--- src/rtl/seg_pkg.sv ---
`default_nettype none
// ============================================================================
//  Module      : seg_pkg
//  Description : Shared constants for the seven-segment scan controller:
//                digit count, active-low hex font ({g,f,e,d,c,b,a}),
//                blank segment pattern and scan FSM state encoding.
//  Revision    : 1.0 - initial release
// ============================================================================
package seg_pkg;

   localparam int DIGITS = 8;

   localparam logic [6:0] SEG_BLANK = 7'h7F;

   // Active-low hex font, index = nibble value: 0-9, A, b, C, d, E, F
   localparam logic [6:0] SEG_FONT [16] = '{
      7'h40, 7'h79, 7'h24, 7'h30, 7'h19, 7'h12, 7'h02, 7'h78,
      7'h00, 7'h10, 7'h08, 7'h03, 7'h46, 7'h21, 7'h06, 7'h0E
   };

   typedef enum logic [0:0] {
      BLANK = 1'b0,
      SHOW  = 1'b1
   } state_e;

endpackage
`default_nettype wire

--- src/rtl/hex7seg_dec.sv ---
`default_nettype none
// ============================================================================
//  Module      : hex7seg_dec
//  Description : Combinational 4-bit hex to 7-segment active-low decoder.
//  Ports       : hex - nibble to display
//                seg - segments {g,f,e,d,c,b,a}, active-low
//  Revision    : 1.0 - initial release
// ============================================================================
module hex7seg_dec
   import seg_pkg::*;
(
   input  logic [3:0] hex,
   output logic [6:0] seg
);

   assign seg = SEG_FONT[hex];

endmodule
`default_nettype wire

--- src/rtl/seven_seg_scan_ctrl.sv ---
`default_nettype none
// ============================================================================
//  Module      : seven_seg_scan_ctrl
//  Description : Time-multiplexed scan controller for an 8-digit common-anode
//                seven-segment display. Holds a value/dp register file and
//                strobes the enabled digits one slot at a time, with a blanking
//                gap at the start of every slot.
//  Ports       : clk, rst_n          - clock, async active-low reset
//                wr_en/addr/data/dp  - register file write port
//                digit_en            - per-digit enable mask
//                seg, dp, an         - display pins, all active-low
//                scan_idx            - digit owning the current slot
//                slot_tick           - pulse on last cycle of each slot
//  Revision    : 1.0 - initial release
// ============================================================================
module seven_seg_scan_ctrl
   import seg_pkg::*;
#(
   parameter int REFRESH_DIV  = 100000,
   parameter int BLANK_CYCLES = 1000
) (
   input  logic              clk,
   input  logic              rst_n,
   input  logic              wr_en,
   input  logic [2:0]        wr_addr,
   input  logic [3:0]        wr_data,
   input  logic              wr_dp,
   input  logic [DIGITS-1:0] digit_en,
   output logic [6:0]        seg,
   output logic              dp,
   output logic [DIGITS-1:0] an,
   output logic [2:0]        scan_idx,
   output logic              slot_tick
);

   localparam int               CNT_W      = (REFRESH_DIV > 1) ? $clog2(REFRESH_DIV) : 1;
   localparam logic [CNT_W-1:0] CNT_LAST   = CNT_W'(REFRESH_DIV - 1);
   localparam logic [CNT_W-1:0] SHOW_START = CNT_W'(BLANK_CYCLES);

   logic [CNT_W-1:0]  cnt;
   logic [CNT_W-1:0]  cnt_next;
   logic              wrap;
   state_e            state;
   state_e            state_next;
   logic [2:0]        idx;
   logic [2:0]        idx_next;
   logic [3:0]        values [DIGITS];
   logic [DIGITS-1:0] dps;
   logic [6:0]        rd_seg;
   logic              show;

   // ---------------------------------------------------------------- counter
   assign wrap     = (cnt == CNT_LAST);
   assign cnt_next = wrap ? '0 : cnt + 1'b1;

   // An empty mask pins the FSM in BLANK; otherwise the state simply follows
   // the position of the counter inside the slot.
   always_comb begin
      state_next = BLANK;
      if (digit_en != '0 && cnt_next >= SHOW_START) begin
         state_next = SHOW;
      end
   end

   // Next enabled digit above idx, modulo 8. Scanning the offsets downward
   // lets the nearest candidate win; offset 8 is idx itself, so a lone
   // enabled digit keeps its slot and an empty mask leaves idx untouched.
   always_comb begin
      logic [2:0] cand;
      idx_next = idx;
      for (int k = DIGITS; k >= 1; k--) begin
         cand = idx + 3'(k);
         if (digit_en[cand]) begin
            idx_next = cand;
         end
      end
   end

   always_ff @(posedge clk or negedge rst_n) begin
      if (!rst_n) begin
         cnt   <= '0;
         state <= BLANK;
         idx   <= '0;
      end else begin
         cnt   <= cnt_next;
         state <= state_next;
         if (wrap) begin
            idx <= idx_next;
         end
      end
   end

   // ---------------------------------------------------------- register file
   always_ff @(posedge clk or negedge rst_n) begin
      if (!rst_n) begin
         for (int i = 0; i < DIGITS; i++) begin
            values[i] <= '0;
         end
         dps <= '0;
      end else if (wr_en) begin
         values[wr_addr] <= wr_data;
         dps[wr_addr]    <= wr_dp;
      end
   end

   hex7seg_dec u_dec (
      .hex (values[idx]),
      .seg (rd_seg)
   );

   // ------------------------------------------------------- output registers
   // Gating on digit_en[idx] blanks a digit that is disabled mid-slot on the
   // very next edge rather than waiting for the wrap.
   assign show = (state == SHOW) && digit_en[idx];

   always_ff @(posedge clk or negedge rst_n) begin
      if (!rst_n) begin
         seg       <= SEG_BLANK;
         dp        <= 1'b1;
         an        <= '1;
         scan_idx  <= '0;
         slot_tick <= 1'b0;
      end else begin
         slot_tick <= wrap;
         scan_idx  <= idx;
         if (show) begin
            an  <= ~(DIGITS'(1) << idx);
            seg <= rd_seg;
            dp  <= ~dps[idx];
         end else begin
            an  <= '1;
            seg <= SEG_BLANK;
            dp  <= 1'b1;
         end
      end
   end

endmodule
`default_nettype wire

--- config.mk ---
export PLATFORM = sky130hd
export DESIGN_NAME = seven_seg_scan_ctrl
export DESIGN_NICKNAME = d
export VERILOG_FILES = /design/src/rtl/seg_pkg.sv /design/src/rtl/hex7seg_dec.sv /design/src/rtl/seven_seg_scan_ctrl.sv
export SDC_FILE = /design/constraint.sdc
export NUM_CORES = 1
export LEC_CHECK = 0
export ABC_AREA = 1
export CAP_MARGIN = 30
export CELL_PAD_IN_SITES_DETAIL_PLACEMENT = 1
export CELL_PAD_IN_SITES_GLOBAL_PLACEMENT = 2
export CORE_MARGIN = 1.5
export CORE_UTILIZATION = 35
export DETAILED_ROUTE_END_ITERATION = 8
export GPL_TIMING_DRIVEN = 0
export PLACE_DENSITY = 0.92
export SETUP_SLACK_MARGIN = 0.2
export SLEW_MARGIN = 25
export SYNTH_ARGS = -nofsm -noshare
export SYNTH_HDL_FRONTEND = slang
export SYNTH_SLANG_ARGS = --single-unit
--- constraint.sdc ---
create_clock -name clk -period 3.2 [get_ports clk]
set_clock_uncertainty 0.15 [all_clocks]
set_input_delay 0.32 -clock clk [delete_from_list [all_inputs] [get_ports clk]]
set_output_delay 0.32 -clock clk [all_outputs]
set_load 0.03 [all_outputs]
* Word-level counts from Yosys, hierarchy flattened *
Memories as Yosys holds them, arrays and structs flattened.
Index checks and enable logic that the tools add are counted.

cells by class
  $add $sub $neg = 8
  order comparisons = 15
  equal/unequal tests = 1
  shifts and indexed selects = 1
  multiplexer cells = 41
  bitwise gates (word level) = 5
  reduce and logical (&&, ||, !) cells = 7

operator list
  cell                     number
  $lt A3 B4 Y1 const B     9
  $bwmux W32               1
  $bmux W1 S3              9
  $mux W3                  7
  $mux W7                  3
  $add A17 B1 Y17 const B  1
  $eq A17 B17 Y1 const B   1
  $ge A17 B10 Y1 const B   1
  $mux W17                 1
  $add A3 B3 Y3 const B    4
  $bmux W4 S3              1
  $demux W4 S3             1
  $mux W1                  12
  $mux W4                  3
  $bwmux W8                1
  $ge A4 B4 Y1 const B     2
  $mux W8                  1
  $not A3 Y4               2
  $not A8 Y8               1
  $reduce_bool A8 Y1       1
  $shl A1 B3 Y8 const A    1
  $reduce_bool A7 Y1       1
  $add A3 B2 Y3 const B    2
  $ge A5 B5 Y1 const B     1
  8 further kinds          11

storage, ports and cells
  register bits = 81
  ROM bits = 112
  input bits = 19
  output and inout bits = 20
  word-level logic and storage cells = 96
  memories = 1

memory list
  memory           words  bits a word  read ports  clocked after Yosys merged registers in  wr ports  RTL line           source
  (no name shown)  16     7            1           0                                        0         hex7seg_dec.sv:16  assign seg = SEG_FONT[hex];

* Longest topological paths before layout *
  word-level depth = 10
  depth in mapped cells = 19
  gate-level depth less buffers = 17

* Cells and area by module *
A second synthesis with hierarchy kept.

unflattened totals
  cell total of the unflattened synthesis = 584
  area total of the unflattened synthesis = 4534.3 sq um

modules (own cells, without submodules)
  module               times used  cells each  area each (sq um)  sequential area each (sq um)
  seven_seg_scan_ctrl  1           535         4260.3             2047.0
  hex7seg_dec          1           49          274.0              0.0

* Worst setup path before layout *
Ideal clock, no wire load.

  path kind = flip-flop to flip-flop
  start point = register idx[0]
  end point = register idx[1]
  setup time = 116 ps
  arrival time = 2081 ps
  data required time = 2934 ps
  setup slack = 852 ps
  cell stages (with the launch flop) = 17
  buffers on the path = 2
  clock period less this slack = 2348 ps
  cell sequence = dfrtp_1 -> inv_2 -> buf_6 -> buf_6 -> ha_1 -> inv_2 -> nand3_1 -> nand3_1 -> nand2_2 -> nor2_2 -> nand2_2 -> nor2_4 -> nor2_4 -> nand2_2 -> inv_2 -> nand2_1 -> nand2_1

on the way
  longest elaborated chain between the ends = 9
  elaborated cells on any way between the ends = 30
  classes of those cells = add/sub: 7; mux: 21; reduce/logical: 2

RTL lines
  item                           RTL line                   source
  from (decl)                    seven_seg_scan_ctrl.sv:45  logic [2:0] idx;
  from (signal assigned)         seven_seg_scan_ctrl.sv:88  idx <= idx_next;
  $add A3 B3 Y3                  seven_seg_scan_ctrl.sv:72  cand = idx + 3'(k);
  $bmux W1 S3                    seven_seg_scan_ctrl.sv:73  if (digit_en[cand]) begin
  $mux W1 (not written as such)  seven_seg_scan_ctrl.sv:73
  $mux W3 (6 in a row)           seven_seg_scan_ctrl.sv:73

Several ways; a longest one is shown, not always the timed one. The select of a mux whose other input is x is not followed.
A chain may end at the register's enable or synchronous reset.

* Worst setup path after layout *
Ends and elaborated chain as after synthesis.

==> impl_metrics.env <==
export IMPL_antenna_found_initial=0
export IMPL_core_sq_um=12600
export IMPL_crit_cells=16
export IMPL_rsz0062_at_grt="false"
export IMPL_synthArstFlopShare_pct=100
export IMPL_hold_path_class="flop to flop"
export IMPL_htree_levels=3
export IMPL_synthXorXnorAreaFrac_pct=0.964
export IMPL_synth_cells=575
export IMPL_worst_slew_pin_slew_ns=0.546
export IMPL_setup_viol=0
export IMPL_switching_share_pct=27.2
export IMPL_path_class="flop to flop"
export IMPL_yosys_most_used_dff="dfrtp_1"
export IMPL_start_util_pct=36.0
export IMPL_synth_compound_area_share_pct=10.6
export IMPL_max_freq_mhz=362
export IMPL_cts_buffers=9
export IMPL_crit_end="idx[1]"
export IMPL_drv_slew=0
export IMPL_period_needed_ns=2.76
export IMPL_antenna_cells=0
export IMPL_fin_ws_ns=0.435
export IMPL_ir_drop_v=0.000272
export IMPL_muxShareOfSynthArea_pct=0
export IMPL_pwr_share_seq_pct=45.8
export IMPL_synth_top_family_by_area="simple AND/OR/NAND/NOR gates"
export IMPL_io_pins=39
export IMPL_first_pass_iters=4
export IMPL_critPathLaunch="idx[0]"
export IMPL_synth_yosys_seq_area_share_pct=45.1
export IMPL_cts_sinks=81
export IMPL_worst_path_max_fanout=12
export IMPL_drive_gt1_share_pct=13.6
export IMPL_cts_tree="yes"
export IMPL_crit_path_top_delay_cell="dfrtp_2"
export IMPL_grt_max_degree=44
export IMPL_die_area_sq_um=13700
export IMPL_globalplace_congestion=0.814
export IMPL_min_period_over_period_pct=86.4
export IMPL_cp_end_kind="flop"
export IMPL_final_common_cell="nand2_1"
export IMPL_synth_adder_area_share_pct=3.86
export IMPL_min_path_cells=0
export IMPL_layout_nets=659
export IMPL_vias=3998
export IMPL_status="complete, no violations"
export IMPL_r2r_start="idx[0]"
export IMPL_cpPeakStageDelay_ns=0.49
export IMPL_antenna_left=0
export IMPL_netlist_top_cells_area="dfrtp_1, nand2_1, dfstp_2"
export IMPL_slew_headroom_pct=63.4
export IMPL_grt_pass1_wl_um=20900
export IMPL_synth_distinct_cells=37
export IMPL_critPathArrivalTime_ns=2.85
export IMPL_post_dp_hpwl_um=8990
export IMPL_internal_power_mw=1.87
export IMPL_gr_total_overflow=0
export IMPL_wl_per_cell_um=15.2
export IMPL_port_buffers=38
export IMPL_grtUsageTotal_pct=19.8
export IMPL_synth_edff_count=0
export IMPL_insertion_delay_ns=0.34
export IMPL_synthToLayoutAreaGrowth_pct=20.7
export IMPL_viasPerCell=4.98
export IMPL_r2r_cells=16
export IMPL_dp_cells=786
export IMPL_postCtsSetupBuffers=0
export IMPL_drc=0
export IMPL_rows=41
export IMPL_clkPwrFrac_pct=41.5
export IMPL_combPwrFrac_pct=12.7
export IMPL_grt_pass1_vias=4225
export IMPL_cellPowerDensity_nw_per_um2=468
export IMPL_crit_family="simple AND/OR/NAND/NOR gates"
export IMPL_hold_viol=0
export IMPL_dp_slack_ns=0.347
export IMPL_finalSetupTns_ns=0
export IMPL_r2r_setup_slack_ns=0.44
export IMPL_leakage_nw=2.63
export IMPL_root_buffer="clkbuf_16"
export IMPL_first_iter_violations=145
export IMPL_clkTransAtPathRegs_ns=0.06
export IMPL_drt_wl_total_um=12200
export IMPL_fillers=1564
export IMPL_ys_ff_latch=81
export IMPL_fp_dieH_um=117
export IMPL_r2r_end="idx[1]"
export IMPL_yosysTopAreaCellShare_pct=35.8
export IMPL_final_cells=803
export IMPL_yosysWarningCount=0
export IMPL_synth_top_area_cell="dfrtp_1"
export IMPL_required_ns=3.28
export IMPL_clockBufferDepth=2
export IMPL_worstPathBufferInverterCount=5
export IMPL_syn_area_sq_um=4540
export IMPL_min_from="idx[2]"
export IMPL_yosys_area_share_simple_pct=32.0
export IMPL_start_kind="flop"
export IMPL_cp_cell_sequence="inv_2, buf_6, buf_6, ha_1, inv_2, nand3_1, nand3_2, nand2_2, nor2_4, nand2_2, nor2_4, nor2_4, nand2_2, inv_2, nand2_1, nand2_1"
export IMPL_p_switching_uw=697
export IMPL_synth_nets=608
export IMPL_die_w_um=117
export IMPL_maxCapViolations=0
export IMPL_syn_avg_cell_area_sq_um=7.90
export IMPL_final_cell_mix="nand2_1, dfrtp_1, inv_1, nand3_1, nor2_1"
==> power groups by stage <==
stage / logic, mW / clock network, mW / registers (mW)
finish: 0.325 / 1.06 / 1.17
global route: 0.373 / 1.14 / 1.18
CTS: 0.330 / 1.09 / 1.17
detailed placement: 0.322 / 0 / 1.19
global placement: 0.301 / 0 / 1.18
floorplan: 0.214 / 0 / 1.17
==> area by class of cell <==
class / count / area, sq um / area share [%]
repair buffers: 40 / 415 / 7.58
flip-flops and latches: 81 / 2050 / 37.4
multi-input cells: 418 / 2150 / 39.2
clock inverters: 4 / 28.8 / 0.525
well taps: 172 / 215 / 3.93
inverters: 68 / 265 / 4.84
clock buffers: 12 / 279 / 5.09
plain buffers: 8 / 77.6 / 1.42
==> cells by family (layout without fill, tap and decap cells) <==
family,count (synthesis),in the layout
fa+ha+maj,14,14
simple gates,315,315
flops,81,81
xor+xnor,5,5
compound gates,84,84
buf+inv,76,132
==> metal layers <==
layer  routed length, um  GRT usage (%)
met5                   0              0
met3                 324           3.76
met4                 173           6.02
met2                5920           33.6
met1                5780           25.8
==> state kept, by name, summed over array words and instances, names as in the netlist <==
register and cells:
scan_idx 3, idx 3, state 1, an 8, values 32, cnt 17
dp 1, slot_tick 1, seg 7, dps 8
==> cells in the mapped netlist (2+ instances only) <==
cell type,number
a21oi_1,11
buf_2,2
buf_6,6
dfrtp_1,65
dfstp_2,16
ha_1,14
inv_1,60
inv_2,5
inv_4,2
nand2_1,143
nand2_2,13
nand3_1,59
nand3_2,6
nand4_1,11
nor2_1,57
nor2_2,5
nor2_4,4
nor3_1,8
nor3_2,2
nor4_1,4
o211ai_1,3
o21ai_0,51
o21ai_1,9
o21ai_2,2
xor2_1,5
==> worst min path at each step <==
| stage | endpoint |
|---|---|
| after global routing | scan_idx[2] |
| final | scan_idx[2] |
| after global placement | scan_idx[2] |
| after CTS | scan_idx[2] |
| after floorplan | cnt[0] |
| after detailed placement | values[3] |
==> through the flow <==
stage | area [sq um] | util (%) | power (mW) | hold slack [ns]
after global placement | 5140 | 40.7 | 1.48 | 0.274
after detailed placement | 5160 | 40.9 | 1.51 | 0.186
after floorplan | 4540 | - | 1.39 | -0.126
after global routing | 5480 | 43.4 | 2.69 | 0.296
final | 5480 | 43.4 | 2.56 | 0.283
after CTS | 5480 | 43.4 | 2.59 | 0.286
==> repair_timing <==
item                       4_1_cts  5_1_grt
hold endpoints to repair        24        0
hold buffers                     1        0
setup endpoints to repair        0        3
gates resized for setup          0        1
==> worst register-to-register path: stages, from the launching register on <==
cell and delay (ns):
dfrtp_2 0.49, inv_2 0.19, buf_6 0.19, buf_6 0.18, ha_1 0.34, inv_2 0.16
nand3_1 0.15, nand3_2 0.11, nand2_2 0.10, nor2_4 0.13, nand2_2 0.07, nor2_4 0.11
nor2_4 0.06, nand2_2 0.08, inv_2 0.03, nand2_1 0.05, nand2_1 0.05
No activity file was read; power rests on OpenSTA's default activity.
